`config.mk`:
```
export PLATFORM = sky130hd
export DESIGN_NAME = rect_fill_engine_flat
export DESIGN_NICKNAME = d
export VERILOG_FILES = /design/src/rtl/rect_fill_engine_if.sv /design/src/rtl/rect_fill_engine.sv /design/src/flat_wrapper.sv
export SDC_FILE = /design/constraint.sdc
export NUM_CORES = 1
export LEC_CHECK = 0
export BUFFER_PORTS_ARGS = -buffer_cell sky130_fd_sc_hd__buf_2
export CAP_MARGIN = 20
export CORE_MARGIN = 3
export CORE_UTILIZATION = 45
export DETAILED_ROUTE_END_ITERATION = 10
export PLACE_DENSITY = 0.64
export SKIP_CTS_REPAIR_TIMING = 1
export SYNTH_ARGS = -nofsm -noshare
export SYNTH_HDL_FRONTEND = slang
export SYNTH_SLANG_ARGS = --single-unit
```
`constraint.sdc`:
```
create_clock -name CLK -period 3.77 [get_ports CLK]
set_input_delay 0 -clock CLK [delete_from_list [all_inputs] [get_ports CLK]]
set_output_delay 0 -clock CLK [all_outputs]
set_load 0.01 [all_outputs]
```
`src/rtl/rect_fill_engine_if.sv`:
```
// Command and pixel-write bus of the rectangle fill engine.
// master = command source / framebuffer side, slave = engine side.
interface rect_fill_engine_if #(
    parameter int XW = 8,
    parameter int YW = 8,
    parameter int CW = 3
);
    logic               cmd_valid;
    logic               cmd_ready;
    logic [XW-1:0]      cmd_x0;
    logic [XW-1:0]      cmd_x1;
    logic [YW-1:0]      cmd_y0;
    logic [YW-1:0]      cmd_y1;
    logic               cmd_mode;
    logic [CW-1:0]      cmd_r;
    logic [CW-1:0]      cmd_g;
    logic [CW-1:0]      cmd_b;
    logic [XW-1:0]      X;
    logic [YW-1:0]      Y;
    logic [CW-1:0]      R;
    logic [CW-1:0]      G;
    logic [CW-1:0]      B;
    logic               wr_valid;
    logic               wr_ready;
    logic               busy;
    logic               done;
    logic [XW+YW-1:0]   pix_count;

    modport master (
        output cmd_valid, cmd_x0, cmd_x1, cmd_y0, cmd_y1, cmd_mode,
               cmd_r, cmd_g, cmd_b, wr_ready,
        input  cmd_ready, X, Y, R, G, B, wr_valid, busy, done, pix_count
    );

    modport slave (
        input  cmd_valid, cmd_x0, cmd_x1, cmd_y0, cmd_y1, cmd_mode,
               cmd_r, cmd_g, cmd_b, wr_ready,
        output cmd_ready, X, Y, R, G, B, wr_valid, busy, done, pix_count
    );
endinterface

```
`src/rtl/rect_fill_engine.sv`:
```
// Rectangle fill/outline engine: one command in, one pixel write per beat out.
// Define RECT_CLIP_EN to clamp rectangles to the SCR_W x SCR_H framebuffer.
module rect_fill_engine #(
    parameter int XW    = 8,
    parameter int YW    = 8,
    parameter int CW    = 3,
    parameter int SCR_W = 160,
    parameter int SCR_H = 120
) (
    input  logic                CLK,
    input  logic                NRST,
    rect_fill_engine_if.slave   bus
);

`ifdef RECT_CLIP_EN
    localparam bit CLIP = 1'b1;
`else
    localparam bit CLIP = 1'b0;
`endif
    localparam logic [XW-1:0] XLIM = XW'(SCR_W - 1);
    localparam logic [YW-1:0] YLIM = YW'(SCR_H - 1);

    typedef enum logic [1:0] {IDLE, SETUP, DRAW, DONE} state_t;

    state_t             r_state, w_next;
    logic [XW-1:0]      r_x0, r_x1, r_xmin, r_xmax, r_x;
    logic [YW-1:0]      r_y0, r_y1, r_ymin, r_ymax, r_y;
    logic               r_mode;
    logic [CW-1:0]      r_cr, r_cg, r_cb, r_r, r_g, r_b;
    logic [XW+YW-1:0]   r_pix;

    logic               w_accept, w_beat, w_last, w_edge_row, w_skip;
    logic [XW-1:0]      w_xmin, w_xmax, w_x_nxt;
    logic [YW-1:0]      w_ymin, w_ymax, w_y_nxt;

    assign w_accept = bus.cmd_valid && (r_state == IDLE);
    assign w_beat   = (r_state == DRAW) && bus.wr_ready;

    // Corner ordering plus optional clamp; the skip case means nothing is on screen.
    always_comb begin
        w_xmin = (r_x0 < r_x1) ? r_x0 : r_x1;
        w_xmax = (r_x0 < r_x1) ? r_x1 : r_x0;
        w_ymin = (r_y0 < r_y1) ? r_y0 : r_y1;
        w_ymax = (r_y0 < r_y1) ? r_y1 : r_y0;
        w_skip = 1'b0;
        if (CLIP) begin
            if (w_xmax > XLIM) w_xmax = XLIM;
            if (w_ymax > YLIM) w_ymax = YLIM;
            w_skip = (w_xmin > XLIM) || (w_ymin > YLIM);
        end
    end

    assign w_last     = (r_x == r_xmax) && (r_y == r_ymax);
    assign w_edge_row = !r_mode || (r_y == r_ymin) || (r_y == r_ymax);

    // Interior outline rows jump straight from the left edge to the right edge.
    always_comb begin
        w_x_nxt = r_xmin;
        w_y_nxt = r_y + YW'(1);
        if (r_x < r_xmax) begin
            w_x_nxt = w_edge_row ? r_x + XW'(1) : r_xmax;
            w_y_nxt = r_y;
        end
    end

    always_comb begin
        w_next = r_state;
        case (r_state)
            IDLE:    if (w_accept) w_next = SETUP;
            SETUP:   w_next = w_skip ? DONE : DRAW;
            DRAW:    if (w_beat && w_last) w_next = DONE;
            DONE:    w_next = IDLE;
            default: w_next = IDLE;
        endcase
    end

    always_ff @(posedge CLK or negedge NRST) begin
        if (!NRST) r_state <= IDLE;
        else       r_state <= w_next;
    end

    always_ff @(posedge CLK or negedge NRST) begin
        if (!NRST) begin
            r_x0 <= '0; r_x1 <= '0; r_y0 <= '0; r_y1 <= '0;
            r_mode <= 1'b0;
            r_cr <= '0; r_cg <= '0; r_cb <= '0;
            r_xmin <= '0; r_xmax <= '0; r_ymin <= '0; r_ymax <= '0;
            r_x <= '0; r_y <= '0;
            r_r <= '0; r_g <= '0; r_b <= '0;
            r_pix <= '0;
        end else begin
            if (w_accept) begin
                r_x0   <= bus.cmd_x0;
                r_x1   <= bus.cmd_x1;
                r_y0   <= bus.cmd_y0;
                r_y1   <= bus.cmd_y1;
                r_mode <= bus.cmd_mode;
                r_cr   <= bus.cmd_r;
                r_cg   <= bus.cmd_g;
                r_cb   <= bus.cmd_b;
                r_pix  <= '0;
            end
            if (r_state == SETUP) begin
                r_xmin <= w_xmin;
                r_xmax <= w_xmax;
                r_ymin <= w_ymin;
                r_ymax <= w_ymax;
                r_x    <= w_xmin;
                r_y    <= w_ymin;
                r_r    <= r_cr;
                r_g    <= r_cg;
                r_b    <= r_cb;
            end
            if (w_beat) begin
                r_pix <= r_pix + (XW+YW)'(1);
                if (!w_last) begin
                    r_x <= w_x_nxt;
                    r_y <= w_y_nxt;
                end
            end
        end
    end

    assign bus.cmd_ready = (r_state == IDLE);
    assign bus.busy      = (r_state != IDLE);
    assign bus.done      = (r_state == DONE);
    assign bus.wr_valid  = (r_state == DRAW);
    assign bus.X         = r_x;
    assign bus.Y         = r_y;
    assign bus.R         = r_r;
    assign bus.G         = r_g;
    assign bus.B         = r_b;
    assign bus.pix_count = r_pix;

endmodule
```
`src/flat_wrapper.sv`:
```
// flat-port wrapper written by rule: the top's interface ports become plain ports
module rect_fill_engine_flat 
#(
    parameter int XW    = 8,
    parameter int YW    = 8,
    parameter int CW    = 3,
    parameter int SCR_W = 160,
    parameter int SCR_H = 120
)
  (CLK, NRST, bus_cmd_valid, bus_cmd_x0, bus_cmd_x1, bus_cmd_y0, bus_cmd_y1, bus_cmd_mode, bus_cmd_r, bus_cmd_g, bus_cmd_b, bus_wr_ready, bus_cmd_ready, bus_X, bus_Y, bus_R, bus_G, bus_B, bus_wr_valid, bus_busy, bus_done, bus_pix_count);
  rect_fill_engine_if #(.XW(XW), .YW(YW), .CW(CW)) bus_i ();
  input  logic CLK;
  input  logic NRST;
  input wire logic [$bits(bus_i.cmd_valid)-1:0] bus_cmd_valid;
  input wire logic [$bits(bus_i.cmd_x0)-1:0] bus_cmd_x0;
  input wire logic [$bits(bus_i.cmd_x1)-1:0] bus_cmd_x1;
  input wire logic [$bits(bus_i.cmd_y0)-1:0] bus_cmd_y0;
  input wire logic [$bits(bus_i.cmd_y1)-1:0] bus_cmd_y1;
  input wire logic [$bits(bus_i.cmd_mode)-1:0] bus_cmd_mode;
  input wire logic [$bits(bus_i.cmd_r)-1:0] bus_cmd_r;
  input wire logic [$bits(bus_i.cmd_g)-1:0] bus_cmd_g;
  input wire logic [$bits(bus_i.cmd_b)-1:0] bus_cmd_b;
  input wire logic [$bits(bus_i.wr_ready)-1:0] bus_wr_ready;
  output wire logic [$bits(bus_i.cmd_ready)-1:0] bus_cmd_ready;
  output wire logic [$bits(bus_i.X)-1:0] bus_X;
  output wire logic [$bits(bus_i.Y)-1:0] bus_Y;
  output wire logic [$bits(bus_i.R)-1:0] bus_R;
  output wire logic [$bits(bus_i.G)-1:0] bus_G;
  output wire logic [$bits(bus_i.B)-1:0] bus_B;
  output wire logic [$bits(bus_i.wr_valid)-1:0] bus_wr_valid;
  output wire logic [$bits(bus_i.busy)-1:0] bus_busy;
  output wire logic [$bits(bus_i.done)-1:0] bus_done;
  output wire logic [$bits(bus_i.pix_count)-1:0] bus_pix_count;
  assign bus_i.cmd_valid = bus_cmd_valid;
  assign bus_i.cmd_x0 = bus_cmd_x0;
  assign bus_i.cmd_x1 = bus_cmd_x1;
  assign bus_i.cmd_y0 = bus_cmd_y0;
  assign bus_i.cmd_y1 = bus_cmd_y1;
  assign bus_i.cmd_mode = bus_cmd_mode;
  assign bus_i.cmd_r = bus_cmd_r;
  assign bus_i.cmd_g = bus_cmd_g;
  assign bus_i.cmd_b = bus_cmd_b;
  assign bus_i.wr_ready = bus_wr_ready;
  assign bus_cmd_ready = bus_i.cmd_ready;
  assign bus_X = bus_i.X;
  assign bus_Y = bus_i.Y;
  assign bus_R = bus_i.R;
  assign bus_G = bus_i.G;
  assign bus_B = bus_i.B;
  assign bus_wr_valid = bus_i.wr_valid;
  assign bus_busy = bus_i.busy;
  assign bus_done = bus_i.done;
  assign bus_pix_count = bus_i.pix_count;
  rect_fill_engine #(.XW(XW), .YW(YW), .CW(CW), .SCR_W(SCR_W), .SCR_H(SCR_H)) u_core (.CLK(CLK), .NRST(NRST), .bus(bus_i));
endmodule
```
==> impl_metrics.toml, run 1 <==
[sta]
finalCriticalPeriod_ps = 2630
fmax_mhz = 381
final_max_slew_viol_count = 0
rsz0062_at_grt = "no"
worstMarginPinSlew_ps = 1080
setup_viol = 0
hold_viol_final = 0
maxSlewHeadroom_pct = 27.6
tns_ps = 0
clock-skew-final_ps = 11.1
min_period_over_period_pct = 69.7

[clock_tree]
cts_buffer_depth = 2
clkSlewWorstSetupHoldPaths_ps = 50
cts_buffers = 17
cts.sinks = 117
clk_latency_ps = 410
h-tree-depth = 4
cts-root-buf = "clkbuf_16"
cts_tree = "yes"

[drt]
postRouteAntennaNets = 0
wl_met2_um = 6950
route.met3.wl_um = 695
wl_met1_um = 6640
vias = 4951
drcViolationCount = 0
top_layer = "met4"
firstDrtPassIters = 5
drt_iter0_drc = 309
wl_um = 14500
drt-vias-per-instance = 5.52
post_drt_wl_per_cell_um = 16.1

[logic_synthesis]
synth_seq_area_share_pct = 47.4
synth_edf_count = 0
synth_top_cell_area_share_pct = 47.4
avgSynthCellArea_um2 = 10.7
yosys-top-cells-area = "dfrtp_1, mux2_2, ha_1"
synth_cells = 576
yosys.area.top_type = "dfrtp_1"
synth_seq_cells = 117
ys.flop_type = "dfrtp_1"
syn_area_um2 = 6170
yosysWarnings = 0
async_flop_share_pct = 100
synth_nets = 651
yosys.cell_types.count = 56

[cells_and_area]
diodes = 0
largest_reg_flops = 16
final_cells = 897
nets = 784
fillers = 1179
layout_common_cells = "dfrtp_1, buf_2, mux2_2"
drive_gt1_share_pct = 28.3
mostFrequentLayoutCell = "dfrtp_1"
fin_area_um2 = 7740
synthToLayoutAreaGrowth_pct = 25.4

[worst_setup_path]
critPathMaxFanout = 17
worstPathCellList = "ha_1 > nor2b_1 > o211ai_1 > a21oi_1 > nor2_1 > nand3_1 > a32oi_1"
r2r-end = "u_core.bus.X[2]"
r2r_slack_ps = 1140
path_class = "flop to flop"
critPathArrivalTime_ps = 2940
startpoint_type = "flop"
ff2ff_path_depth = 7
r2r-start = "u_core.bus.X[1]"
cp-endpoint = "u_core.bus.X[2]"
required_ps = 4090
end_kind = "flop"
crit_slowest_cell = "nor2_1"
crit_start = "u_core.bus.X[1]"
cpPeakStageDelay_ps = 880

[global_route]
grt-ovfl-total = 0
grt_pass1_wl_um = 23200
grt_pass1_vias = 4762
grt_usage_pct = 19.5
antenna_found_initial = 0
grt_max_degree = 55

[floorplanning]
top_level_ports = 91
coreArea_um2 = 13300
die-height_um = 123
die_width_um = 123
die_area_um2 = 15200
rows = 42
start_util_pct = 46.2

[place]
dp.cells = 823
gp_congestion = 0.888
detailed_place.area_um2 = 6780
hpwl_um = 10000
port_buffers = 90

[power_and_ir_drop]
p_per_area_nw_per_um2 = 948
peakVddDrop_v = 0.000588
cellLeakagePower_uw = 0.00360

[worst_hold_path]
hp-class = "primary input to flop"

[run]
cap_violations = 0

[run_status]
outcome = "finished clean"
==> per-stage QoR <==
| stage | hold WS, ps | util (%) | setup slack, ps | power [µW] |
|---|---|---|---|---|
| finish | 61.0 | 58.0 | 1140 | 7340 |
| global route | 81.1 | 58.0 | 863 | 7900 |
| CTS | -370 | 54.8 | 1130 | 7350 |
| detailed placement | 67.4 | 50.8 | 1130 | 5850 |
| global placement | 51.3 | 50.8 | 1290 | 5720 |
| floorplan | -296 | - | 1450 | 4930 |
==> worst max-delay path: cells and delay by family, from the launching register on <==
kind / cells / cell delay, ps
adder cells (fa/ha/maj): 1 / 330
flip-flops: 1 / 430
AO/OA/AOI/OAI: 3 / 600
AND/OR/NAND/NOR: 3 / 1170
==> where the power goes <==
group	leakage, µW	internal [µW]	switching, µW
clock network	0.000262	911	545
registers	0.00139	1840	587
logic	0.00195	1590	1860
==> routing by layer <==
metal	track usage, %	up-vias
met1	25.5	2439
li1	-	2363
met2	31.6	130
met3	4.85	19
met4	6.78	0
met5	0	-
==> how the worst min path moves through the flow <==
stage	start	to	slack, ps	depth (start not counted)
finish	bus_cmd_valid	u_core.bus.pix_count[0]	60	4
global placement	NRST	u_core.r_y1[4]	50	1
detailed placement	NRST	u_core.r_y1[4]	70	1
floorplan	NRST	u_core.bus.B[0]	-300	0
CTS	NRST	u_core.r_y1[4]	-370	1
global route	bus_cmd_valid	u_core.r_state[0]	80	3
==> Yosys cell counts (10+ instances only) <==
library cell / instances
ha_1: 29
o21ai_0: 20
o221ai_1: 12
nor2_1: 45
xor2_1: 18
a21oi_1: 41
clkbuf_1: 14
nand2_1: 24
or2_2: 10
dfrtp_1: 117
mux2_2: 56
nand3_1: 31
inv_1: 30
mux2i_1: 26
==> final cells by class <==
| type | count | area [µm²] | area share (%) |
|---|---|---|---|
| multi-input cells | 405 | 3020 | 39.1 |
| repair buffers | 138 | 921 | 11.9 |
| inverters | 30 | 113 | 1.45 |
| well taps | 176 | 220 | 2.85 |
| clock inverters | 10 | 83.8 | 1.08 |
| clock buffers | 21 | 450 | 5.82 |
| flip-flops and latches | 117 | 2930 | 37.8 |
==> logic make-up after synthesis <==
group                    synth area share (%)
AO/OA/AOI/OAI                            13.1
XOR/XNOR                                 3.12
adder cells (fa/ha/maj)                  5.88
buffers and inverters                    3.65
flip-flops                               47.4
multiplexers                             14.4
AND/OR/NAND/NOR                          12.3
Note: power is estimated with default switching activity, not from simulation.
==> run 2: changes to the inputs <==
Clock period 3.77 ns to 2.74 ns, I/O delays scaled along.
==> run 2 against run 1 <==
Against the previous run:
- largest cell class unchanged
- via count rose by 0.61%
- wire length rose by 0.22%
- critical path type unchanged
- first-iteration DRC count rose by 24%
==> impl_metrics.toml, run 2 (same netlist as run 1, synthesis figures left out) <==
[run_status]
outcome = "finished clean"

[drt]
post_drt_wl_per_cell_um = 16.1
firstDrtPassIters = 6
vias = 4981
drt-vias-per-instance = 5.52
wl_um = 14500
drt_iter0_drc = 383
postRouteAntennaNets = 0
drcViolationCount = 0

[place]
detailed_place.area_um2 = 6840
hpwl_um = 9990
dp.cells = 827
gp_congestion = 0.875
port_buffers = 90

[power_and_ir_drop]
peakVddDrop_v = 0.000495
cellLeakagePower_uw = 0.00367
finalPower_uw = 10500
p_per_area_nw_per_um2 = 1330

[cells_and_area]
layout_common_cells = "dfrtp_1, buf_2, mux2_2"
final_cells = 902
synthToLayoutAreaGrowth_pct = 27.7
mostFrequentLayoutCell = "dfrtp_1"
nets = 788
final_core_util_pct = 59.0
diodes = 0
largest_reg_flops = 16
fin_area_um2 = 7880
drive_gt1_share_pct = 29.1

[clock_tree]
clkSlewWorstSetupHoldPaths_ps = 50
cts_tree = "yes"
clk_latency_ps = 410
cts_buffers = 17
cts.sinks = 117
h-tree-depth = 4
cts_buffer_depth = 2
cts-root-buf = "clkbuf_16"

[floorplanning]
coreArea_um2 = 13300
start_util_pct = 46.2
die-height_um = 123
die_area_um2 = 15200
top_level_ports = 91
rows = 42
die_width_um = 123

[sta]
setup_viol = 0
tns_ps = 0
min_period_over_period_pct = 86.3
final_max_slew_viol_count = 0
finalCriticalPeriod_ps = 2370
worstMarginPinSlew_ps = 575
maxSlewHeadroom_pct = 61.7
rsz0062_at_grt = "no"
fmax_mhz = 423
hold_viol_final = 0
clock-skew-final_ps = 7.01

[global_route]
antenna_found_initial = 0
grt_max_degree = 86
grt_pass1_vias = 4728
grt_usage_pct = 20.0
grt_pass1_wl_um = 23700
grt-ovfl-total = 0

[worst_setup_path]
end_kind = "flop"
required_ps = 3070
path_class = "flop to flop"
critPathMaxFanout = 10
startpoint_type = "flop"
critPathArrivalTime_ps = 2700

[run]
cap_violations = 0

[worst_hold_path]
hp-class = "primary input to flop"
[run 2: changes by cell type in the layout (fill, tap and decap cells not counted), sizes merged]
cell / delta
buf: +4
bufinv: +2
clkinv: -2
clkbuf: -1
inv: +2
[run 2: metal layers]
metal  vias up  wire [µm]  global-route usage [%]
li1       2381          -                       -
met1      2408       6750                    28.2
met2       175       6740                    30.7
met3        17        783                    4.21
met4         0        250                    7.40
met5         -          0                       0
[run 2: path summary, 6_finish.rpt]
path | end | start | slack, ps | cells past startpoint
setup / recovery | u_core.bus.X[4] | u_core.bus.X[1] | 370 | 7
hold / removal | u_core.bus.pix_count[0] | bus_cmd_valid | 60 | 4
setup reg to reg | u_core.bus.X[4] | u_core.bus.X[1] | 370 | 7
hold reg to reg | u_core.r_xmin[3] | u_core.r_xmin[3] | 500 | 2
max in group asynchronous | u_core.r_mode | NRST | 1850 | 3
min in group asynchronous | u_core.r_y1[4] | NRST | 80 | 2
[run 2: worst max-delay path, stage by stage, from the launching register on]
cell      delay (ps)
dfrtp_1          430
ha_1             320
nor2b_1          130
o211ai_1         170
a21oi_1          210
or2_2            450
or3_1            410
a32oi_1          170
[run 2: power breakdown]
| group | leakage [µW] | total (µW) | switching (µW) | internal [µW] |
|---|---|---|---|---|
| combinational | 0.00198 | 4880 | 2600 | 2270 |
| clock | 0.000297 | 2270 | 790 | 1480 |
| sequential | 0.00139 | 3320 | 796 | 2530 |
| total | 0.00367 | 10500 | 4190 | 6280 |
[run 2: layout make-up]
class                      count  area, µm²
fill                        1148       5470
multi-input combinational    405       3020
sequential                   117       2930
timing repair buffer         142        988
clock buffer                  20        457
tap                          176        220
clock inverter                12        151
inverter                      30        113
[run 2: per-stage QoR]
step / hold slack (ps) / worst slack (ps)
3_3_place_gp: -35.2 / 474
6_report: 58.6 / 374
5_1_grt: 101 / 184
2_1_floorplan: -296 / 422
3_5_place_dp: -23.9 / 397
4_1_cts: -466 / 381
==> run 3: changes to the inputs <==
Settings changed: CORE_ASPECT_RATIO set to 2, RECOVER_POWER set to 50.
==> run 3 against run 2 <==
Against the previous run:
- the flow now finishes with violations (max-capacitance violations, max-slew violations)
- sequential power about the same
- first-iteration DRC count down 23%
- die area is 0.56% higher
- wire length is 10% higher
- worst hold slack lost 2.3 ps
- combinational power is 4.5% higher
- global-route usage is 1.8 points higher
- sequential cell count unchanged
- sequential share of layout area rose by 0.11 points
- clock power decreased by 2%
- critical path depth did not move
- highest routed layer unchanged
==> impl_metrics.toml, run 3 (same netlist as run 1, synthesis figures left out) <==
[global_route]
antenna_found_initial = 0
grt_pass1_vias = 5053
grt_max_degree = 61
grt-ovfl-total = 0
grt_usage_pct = 21.8
grt_pass1_wl_um = 25400

[cells_and_area]
synthToLayoutAreaGrowth_pct = 27.3
layout_common_cells = "dfrtp_1, buf_2, mux2_2"
mostFrequentLayoutCell = "dfrtp_1"
fin_area_um2 = 7860
diodes = 0
drive_gt1_share_pct = 27.0
largest_reg_flops = 16
nets = 796

[sta]
setup_viol = 0
fmax_mhz = 400
holdWs_ps = 56.3
maxSlewHeadroom_pct = -19.5
tns_ps = 0
worstMarginPinSlew_ps = 1790
min_period_over_period_pct = 91.3
hold_viol_final = 0
rsz0062_at_grt = "no"
clock-skew-final_ps = 8.77
final_max_slew_viol_count = 29
finalCriticalPeriod_ps = 2500

[worst_setup_path]
worstPathCellList = "ha_1 > o2111ai_1 > o221a_2 > o21ai_0 > buf_4 > o221ai_1 > a32oi_1"
required_ps = 3070
critPathMaxFanout = 10
cp_num_buf_inv = 1
crit_family = "compound AO/OA/AOI/OAI gates"
path_class = "flop to flop"
end_kind = "flop"
startpoint_type = "flop"
crit_slowest_cell = "o21ai_0"
critPathArrivalTime_ps = 2830
cpPeakStageDelay_ps = 520

[power_and_ir_drop]
p_per_area_nw_per_um2 = 1360
peakVddDrop_v = 0.000717
cellLeakagePower_uw = 0.00360

[clock_tree]
cts-root-buf = "clkbuf_16"
cts.sinks = 117
cts_tree = "yes"
cts_buffers = 17
clk_latency_ps = 420
h-tree-depth = 4
cts_buffer_depth = 2
clkSlewWorstSetupHoldPaths_ps = 60

[floorplanning]
die_area_um2 = 15200
coreArea_um2 = 13200
rows = 59
die-height_um = 172
die_width_um = 88.8
top_level_ports = 91
start_util_pct = 46.7

[drt]
firstDrtPassIters = 5
vias = 5013
post_drt_wl_per_cell_um = 18.1
drt-vias-per-instance = 5.66
postRouteAntennaNets = 0
wl_um = 16000
drcViolationCount = 0
drt_iter0_drc = 293

[run_status]
violations = "max-capacitance violations, max-slew violations"
outcome = "finished, violations left"

[place]
detailed_place.area_um2 = 6860
port_buffers = 90
gp_congestion = 0.839
hpwl_um = 11600

[run]
cap_violations = 1

[worst_hold_path]
hp-class = "primary input to flop"
-- run 3: cell types whose count changed in the layout (fill, tap and decap cells not counted), moves of 2 or more --
| cell | before | now |
|---|---|---|
| buf_4 | 7 | 14 |
| buf_2 | 89 | 67 |
| clkbuf_8 | 2 | 0 |
| clkinv_4 | 1 | 5 |
| clkbuf_1 | 1 | 23 |
| clkinv_2 | 4 | 0 |
| inv_6 | 2 | 4 |
-- run 3: power breakdown --
part,switching (µW),leakage [µW],internal [µW]
logic,2760,0.00193,2340
clock network,871,0.000283,1360
registers,798,0.00139,2530
-- run 3: worst min-delay path: cells and delay by family --
kind / cells / cell delay [ps]
buffers and inverters: 1 / 130
AO/OA/AOI/OAI: 2 / 300
-- run 3: path summary, 6_finish.rpt --
| check | startpoint | to | slack (ps) | cells past startpoint |
|---|---|---|---|---|
| max | u_core.r_x0[4] | u_core.bus.X[4] | 240 | 7 |
| min | bus_cmd_valid | u_core.r_state[0] | 60 | 3 |
| max reg2reg | u_core.r_x0[4] | u_core.bus.X[4] | 240 | 7 |
| min reg2reg | u_core.r_xmin[1] | u_core.r_xmin[1] | 490 | 2 |
| max in group asynchronous | NRST | u_core.r_y0[0] | 530 | 3 |
| min in group asynchronous | NRST | u_core.r_y1[5] | 600 | 2 |
-- run 3: through the flow --
step	setup slack [ps]	utilization (%)	instances	power [µW]
final	239	59.5	886	10700
after global routing	60.9	59.5	886	11400
after CTS	283	56.4	843	10700
after detailed placement	302	51.9	811	8410
after global placement	347	51.9	811	8220
after floorplan	422	-	576	6780
-- run 3: layout make-up --
type	instances	area, µm²
fillers	1123	5360
multi-input cells	405	3030
flip-flops and latches	117	2930
repair buffers	150	1000
clock buffers	17	425
well taps	152	190
clock inverters	15	173
inverters	30	113
-- run 3: layer usage --
metal	share of wire, %	track usage (%)	wire length (µm)
met1	37	22.9	5950
met2	57	40.8	9110
met3	2.7	3.93	437
met4	3.2	9.41	515
met5	0	0	0
